<file path="config.mk">
export PLATFORM = sky130hd
export DESIGN_NAME = mi_arbiter
export DESIGN_NICKNAME = d
export VERILOG_FILES = /design/src/rtl/mi_arb_pkg.sv /design/src/rtl/mi_arb_pick.sv /design/src/rtl/mi_arbiter.sv
export SDC_FILE = /design/constraint.sdc
export NUM_CORES = 1
export LEC_CHECK = 0
export CORE_AREA = 2 2 126 128
export CTS_CLUSTER_DIAMETER = 30
export DETAILED_ROUTE_END_ITERATION = 10
export DIE_AREA = 0 0 128 130
export DONT_BUFFER_PORTS = 1
export PLACE_DENSITY = 0.44
export SLEW_MARGIN = 20
export SYNTH_ARGS = -nofsm -noshare
export SYNTH_HDL_FRONTEND = slang
export SYNTH_SLANG_ARGS = --single-unit
</file>
<file path="constraint.sdc">
create_clock -name clk -period 2.1 [get_ports clk]
set_clock_uncertainty 0.2 [all_clocks]
set_input_delay 0.42 -clock clk [delete_from_list [all_inputs] [get_ports clk]]
set_output_delay 0.42 -clock clk [all_outputs]
set_load 0.005 [all_outputs]
</file>
<file path="src/rtl/mi_arb_pkg.sv">
// Shared definitions for the mi_* bus arbiter: FSM states and arbitration modes.
package mi_arb_pkg;

  typedef enum logic [1:0] {
    ST_IDLE = 2'd0,
    ST_CMD  = 2'd1,
    ST_DATA = 2'd2
  } arb_state_e;

  localparam int ARB_RR    = 0;
  localparam int ARB_FIXED = 1;

endpackage

</file>
<file path="src/rtl/mi_arb_pick.sv">
// Combinational winner selection: round-robin from ptr+1 or fixed lowest index.
module mi_arb_pick
  import mi_arb_pkg::*;
#(
  parameter int N        = 2,
  parameter int ARB_MODE = ARB_RR
) (
  input  logic [N-1:0]         req,
  input  logic [$clog2(N)-1:0] ptr,
  output logic [N-1:0]         grant,
  output logic [$clog2(N)-1:0] idx,
  output logic                 any
);

  localparam int IW = $clog2(N);

  logic [IW-1:0] cand;

  // Walk candidates in priority order; the first requester found wins.
  always_comb begin
    grant = '0;
    idx   = '0;
    any   = 1'b0;
    cand  = '0;
    for (int unsigned k = 0; k < N; k++) begin
      if (ARB_MODE == ARB_FIXED)
        cand = IW'(k);
      else
        cand = IW'((32'(ptr) + k + 32'd1) % N);
      if (!any && req[cand]) begin
        grant[cand] = 1'b1;
        idx         = cand;
        any         = 1'b1;
      end
    end
  end

endmodule

</file>
<file path="src/rtl/mi_arbiter.sv">
// N-way burst arbiter in front of a single memory controller on the mi_* bus.
module mi_arbiter
  import mi_arb_pkg::*;
#(
  parameter int N        = 2,
  parameter int AW       = 32,
  parameter int DW       = 32,
  parameter int LW       = 7,
  parameter int ARB_MODE = ARB_RR
) (
  input  logic              clk,
  input  logic              rst,
  input  logic [N*AW-1:0]   m_addr,
  input  logic [N*LW-1:0]   m_len,
  input  logic [N-1:0]      m_rw,
  input  logic [N-1:0]      m_valid,
  output logic [N-1:0]      m_ready,
  input  logic [N*DW-1:0]   m_wdata,
  output logic [N-1:0]      m_wack,
  output logic [N*DW-1:0]   m_rdata,
  output logic [N-1:0]      m_rstb,
  output logic [AW-1:0]     mi_addr,
  output logic [LW-1:0]     mi_len,
  output logic              mi_rw,
  output logic              mi_valid,
  input  logic              mi_ready,
  output logic [DW-1:0]     mi_wdata,
  input  logic              mi_wack,
  input  logic [DW-1:0]     mi_rdata,
  input  logic              mi_rstb
);

  localparam int IW = $clog2(N);

  arb_state_e    state, state_nx;
  logic [IW-1:0] owner, ptr, win_idx;
  logic [N-1:0]  win_grant;
  logic          win_any;
  logic [LW-1:0] cnt;
  logic          accept;
  logic          beat;

  mi_arb_pick #(
    .N        (N),
    .ARB_MODE (ARB_MODE)
  ) u_pick (
    .req   (m_valid),
    .ptr   (ptr),
    .grant (win_grant),
    .idx   (win_idx),
    .any   (win_any)
  );

  // A command is accepted only from IDLE and never while reset is asserted,
  // so no master sees a ready pulse for a command that reset discards.
  assign accept = (state == ST_IDLE) && win_any && !rst;
  // Only the strobe matching the burst direction counts as a beat.
  assign beat   = mi_rw ? mi_rstb : mi_wack;

  assign mi_wdata = m_wdata[owner*DW +: DW];
  assign m_rdata  = {N{mi_rdata}};

  // State register.
  always_ff @(posedge clk) begin
    if (rst) state <= ST_IDLE;
    else     state <= state_nx;
  end

  // Next-state: IDLE -> CMD on accept, CMD -> DATA on mi_ready, DATA -> IDLE on last beat.
  always_comb begin
    state_nx = state;
    case (state)
      ST_IDLE: if (accept)              state_nx = ST_CMD;
      ST_CMD:  if (mi_ready)            state_nx = ST_DATA;
      ST_DATA: if (beat && cnt == '0)   state_nx = ST_IDLE;
      default:                          state_nx = ST_IDLE;
    endcase
  end

  // Outputs: ready pulse to the winner, command valid in CMD, beat strobes to the owner.
  always_comb begin
    m_ready  = accept ? win_grant : '0;
    mi_valid = (state == ST_CMD);
    m_wack   = '0;
    m_rstb   = '0;
    if (state == ST_DATA && beat) begin
      if (mi_rw) m_rstb[owner] = 1'b1;
      else       m_wack[owner] = 1'b1;
    end
  end

  // Command capture, owner/pointer tracking and beat countdown.
  always_ff @(posedge clk) begin
    if (rst) begin
      mi_addr <= '0;
      mi_len  <= '0;
      mi_rw   <= 1'b0;
      owner   <= '0;
      ptr     <= IW'(N - 1);
      cnt     <= '0;
    end else if (accept) begin
      mi_addr <= m_addr[win_idx*AW +: AW];
      mi_len  <= m_len[win_idx*LW +: LW];
      mi_rw   <= m_rw[win_idx];
      owner   <= win_idx;
      cnt     <= m_len[win_idx*LW +: LW];
      if (ARB_MODE == ARB_RR) ptr <= win_idx;
    end else if (state == ST_DATA && beat && cnt != '0) begin
      cnt <= cnt - 1'b1;
    end
  end

endmodule

</file>
**Word level (Yosys, flattened, before mapping)**

Cells that the tools add are included.

- $add $sub $neg: 3
- $mul: 1
- Magnitude comparators: 7
- Eq/ne operators: 5
- Shift-type cells: 3
- Mux-type cells: 30
- Bitwise operators: 1
- Reductions and logical operators: 16

Operator list:

| kind | number |
|---|---|
| 64-bit by 7-bit variable part select with 32-bit output | 2 |
| 2-bit 2-to-1 mux | 10 |
| 1-bit 2-to-1 mux | 14 |
| 7-bit 2-to-1 mux | 2 |
| 14-bit by 5-bit variable part select with 7-bit output | 1 |
| 1-bit logical AND | 9 |
| 1-bit by 2-bit less-than comparator with 1-bit output, second input constant | 4 |
| 7-bit zero test | 1 |
| 7-bit nonzero test | 1 |
| 7-bit by 1-bit subtractor with 7-bit output, second input constant | 1 |
| 2-bit case mux with 3 select lines | 1 |
| 1-bit by 3-bit multiplier with 4-bit output, second input constant | 1 |
| 2-bit inequality test, second input constant | 2 |
| 1-bit demux with 1-bit select | 3 |
| 1-bit greater-or-equal comparator, second input constant | 3 |
| 3-bit AND reduction | 1 |
| 1-bit adder, second input constant | 2 |
| 2-bit by 1-bit equality test with 1-bit output, second input constant | 1 |
| 2-bit equality test, second input constant | 1 |
| 1-bit zero test | 2 |
| 2-bit zero test | 1 |
| 2-bit by 1-bit inequality test with 1-bit output, second input constant | 1 |
| 2-bit bitwise OR | 1 |
| 2-bit nonzero test | 1 |

- Register bits after elaboration: 51
- Bits of input ports: 183
- Output and inout port bits: 143
- Word-level logic and storage cells: 73

**Logic depth before layout (Yosys ltp)**

- Word-level depth: 11
- Mapped depth: 6
- Gate-level depth less buffers: 6

**Modules after synthesis**

Synthesis repeated with hierarchy kept, for this count alone.

- Cell total of the unflattened synthesis: 359
- Area, all modules: 3,278.1 µm²

By module, submodules not included:

| module | times used | cells each | area each (µm²) | seq. area each (µm²) |
|---|---|---|---|---|
| mi_arbiter | 1 | 354 | 3,245.6 | 1,021.0 |
| mi_arb_pick | 1 | 5 | 32.5 | 0.0 |

**Worst setup path before layout**

No wires, ideal clock.

- Path kind: flip-flop to flip-flop
- Start point: register cnt[0]
- End point: register cnt[5]
- Setup time: 0.120 ns
- Arrival: 1.733 ns
- Data required time: 1.780 ns
- Slack: 0.047 ns
- Cell stages (with the launch flop): 7
- Buffers on the path: 0
- Clock period less this slack: 2.053 ns
- Cells stage by stage: dfxtp_1 -> inv_1 -> ha_1 -> nor3b_1 -> or4b_1 -> o31a_1 -> o31a_1

- Word-level cells in the longest chain between the ends: 3
- Elaborated cells on any way between the ends: 6
- Those cells by class: add/sub (1); mux (2); reduce/logical (3)

Ends and longest elaborated chain:

| what | line | source |
|---|---|---|
| start: declaration | mi_arbiter.sv:39 | `logic [LW-1:0] cnt;` |
| start signal: assignment | mi_arbiter.sv:106 | `cnt <= m_len[win_idx*LW +: LW];` |
| start signal: assignment | mi_arbiter.sv:109 | `cnt <= cnt - 1'b1;` |
| 7-bit by 1-bit subtractor with 7-bit output or 7-bit nonzero test (tied branches) | mi_arbiter.sv:109, mi_arbiter.sv:108 |  |
| 7-bit 2-to-1 mux or 1-bit logical AND (tied branches) | mi_arbiter.sv:108 | `end else if (state == ST_DATA && beat && cnt != '0) begin` |
| 7-bit 2-to-1 mux or 2-bit nonzero test (tied branches) | - |  |

Several ways; a longest one is shown, not always the timed one. The select of a mux whose other input is x is not followed.
A chain may end at the register's enable or synchronous reset.

**Worst setup path in the final report**

- Start point: register cnt[1]
- End point: register cnt[5]

Same word-level chain as after synthesis.

==> out/results.ini <==
[routing]
vias_per_cell=4.83
firstDrtPassIters=4
wirelength_mm=9.47
drtAntennaViolNets=0
vias=2373
route.detailed.drc=0
first_iter_violations=84
wl_per_cell_um=19.3

[power]
seqPwrFrac=0.447
power.density_mw_per_mm2=821
p_switching_mw=0.847
power.leakage_nw=1.14
p_clk_frac=0.312
peakVddDrop_uv=274
total_power_mw=2.71
switching_share=0.313
p_comb_frac=0.241
power.internal_mw=1.86

[timing]
fin_crit_sh=0.976
maxSlewViolCount=0
fin_crit_ns=2.05
slew_headroom=0.702
setup_ws_ns=0.0503
setup_tns_ns=0
setup_viol=0
hold_viol=0
whs_ns=0.0275
grt_setup_unrepaired=false
max_freq_ghz=0.488
worst_pin_slew_ns=0.439

[place]
preCtsSetupSlack_ns=0.0132
hpwl_mm=7.24
dpl_cell_area_mm2=0.00312
port_buffers=0
place_inst=481
gp_congestion=0.785

[synthesis]
synthArstFlopShare=0
syn-num-nets=548
synth_top_area_frac=0.308
ys_warn_count=0
yosysUniqueCellTypes=46
synth_seq_area_share=0.308
synth_xor_area_frac=0.00264
synthTopCellsByCount=buf_4 (64), dfxtp_1 (51), mux2_2 (35), mux2i_1 (35), nand3b_1 (35)
ys_seq_elements=51
synth_flop_cell=dfxtp_1
synth_edf_count=0
yosysTopAreaCell=dfxtp_1
syn_area_mm2=0.00332
synthTopCellsByArea=dfxtp_1 (31%), buf_4 (14%), mux2_2 (12%)
synth_compound_gate_area_share=0.116
synth_fa_ha_area_frac=0.00754
synth_most_common_cell=buf_4
syn_avg_cell_area_um2=9.14
netlist_instances=363
synth_top_family_by_area=multiplexers
synth_simple_gate_area_frac=0.162
yosys-mux-area-fraction=0.228

[finish]
syn_to_final_growth_pct=-0.792
fin_util=0.213
layout.cells.non_filler=491
stdcell_area_mm2=0.00329
drive_above_1_share=0.227
antenna_cells=0
final_nets=483

[global_route]
overflow=0
grt_pass1_wl_mm=13.0
grt_max_degree=72
grt_antenna_before_repair=0
grt_pass1_vias=2243
grt_usage=0.103

[hold_path]
min_path_type=in -> reg

[critical_path]
r2r-start=cnt[1]
cp.required_ns=2.09
cp-startpoint=cnt[1]
crit_path_end=cnt[5]
crit_type=reg -> reg
r2r_setup_slack_ns=0.05
crit_path_top_delay_cell=or4b_4
r2r_cells=6
slowest_delay_ns=0.49
r2r-end=cnt[5]
cp_common_cell=o31a_1
cp_max_fo=3
end_kind=flip-flop
arrival_ns=2.04
crit_path_cell_trace=inv_1, ha_1, nor3b_2, or4b_4, o31a_1, o31a_1
critPathLaunchType=flip-flop

[cts]
path_clk_slew_ns=0.07
cts_made_buffers=5
htree_levels=2
root_buffer=clkbuf_16
clock_latency_ns=0.30
tritoncts=built
clk_path_buf_depth=2
cts.sinks=51

[floorplanning]
die_h_um=130
die_width_um=128
io_pins=326
rows=46
die_area_mm2=0.0166
start_util=0.215
core_mm2=0.0154

[status]
status=completed

[flow_run]
cap_violations=0

## placed cells by master (no fill, tap or decap), types with 3 or more instances in the layout
master,netlist,routed
clkbuf_16,0,5
nand3b_1,35,35
nand2_1,15,15
mux2_2,35,35
dfxtp_1,51,49
nand2b_1,3,3
mux2i_1,35,35
o21ai_1,33,33
a31oi_1,3,3
buf_12,0,3
nor4_1,3,3
buf_4,64,10
a21oi_1,4,4
nor3_1,4,4
nor2_1,14,14
nand3_1,4,4
## critical path: cells and delay by family (launching register included)
family                     cells  cell delay (ns)
buffers and inverters          1             0.07
AOI/OAI and AO/OA              2             0.46
adders and majority gates      1             0.19
and+or+nand+nor                2             0.66
DFF                            1             0.34
## metal layers
| metal | vias to the layer above | global-route usage | wire [um] |
|---|---|---|---|
| met4 | 0 | 0.0472 | 165 |
| met2 | 138 | 0.180 | 4980 |
| met3 | 17 | 0.0250 | 599 |
| li1 | 1094 | - | - |
| met1 | 1124 | 0.119 | 3730 |
| met5 | - | 0 | 0 |
## state kept, by name (all words and copies together) (netlist names)
| signal | cells |
|---|---|
| owner | 1 |
| ptr | 1 |
| cnt | 7 |
| mi_len | 7 |
| mi_addr | 32 |
| state | 2 |
| mi_rw | 1 |
## repair_timing
action	CTS	global route
hold buffers	1	0
hold endpoints to repair	6	0
gates resized for setup	1	3
buffers inserted	0	1
setup endpoints to repair	1	2
## power by group through the flow
stage | combinational, mW | sequential (mW) | clock, mW
4_1_cts | 0.651 | 1.21 | 0.895
3_3_place_gp | 0.631 | 1.23 | 0
2_1_floorplan | 0.579 | 1.20 | 0
6_report | 0.653 | 1.21 | 0.843
5_1_grt | 0.716 | 1.22 | 0.939
3_5_place_dp | 0.645 | 1.23 | 0
## worst min-delay path by stage
stage / from / cells after the start / endpoint
2_1_floorplan: mi_len[1] / 2 / mi_len[1]
3_3_place_gp: mi_len[3] / 2 / mi_len[3]
3_5_place_dp: mi_len[1] / 2 / mi_len[1]
4_1_cts: rst / 1 / ptr
5_1_grt: rst / 1 / ptr
6_report: rst / 1 / ptr
## cell type report
cell class | instances | area [um^2]
clock buffer | 5 | 125
clock inverter | 3 | 18.8
fill | 1673 | 12100
inverter | 2 | 7.51
multi-input combinational | 224 | 1730
sequential | 51 | 1020
tap | 192 | 240
timing repair buffer | 14 | 145
## kinds of logic after synthesis
| family | after synthesis |
|---|---|
| flip-flops | 51 |
| AO/OA/AOI/OAI | 62 |
| XOR/XNOR | 1 |
| AND/OR/NAND/NOR | 88 |
| multiplexers | 71 |
| adder cells (fa/ha/maj) | 2 |
| buffers and inverters | 88 |
Note: power is estimated with default switching activity, not from simulation.
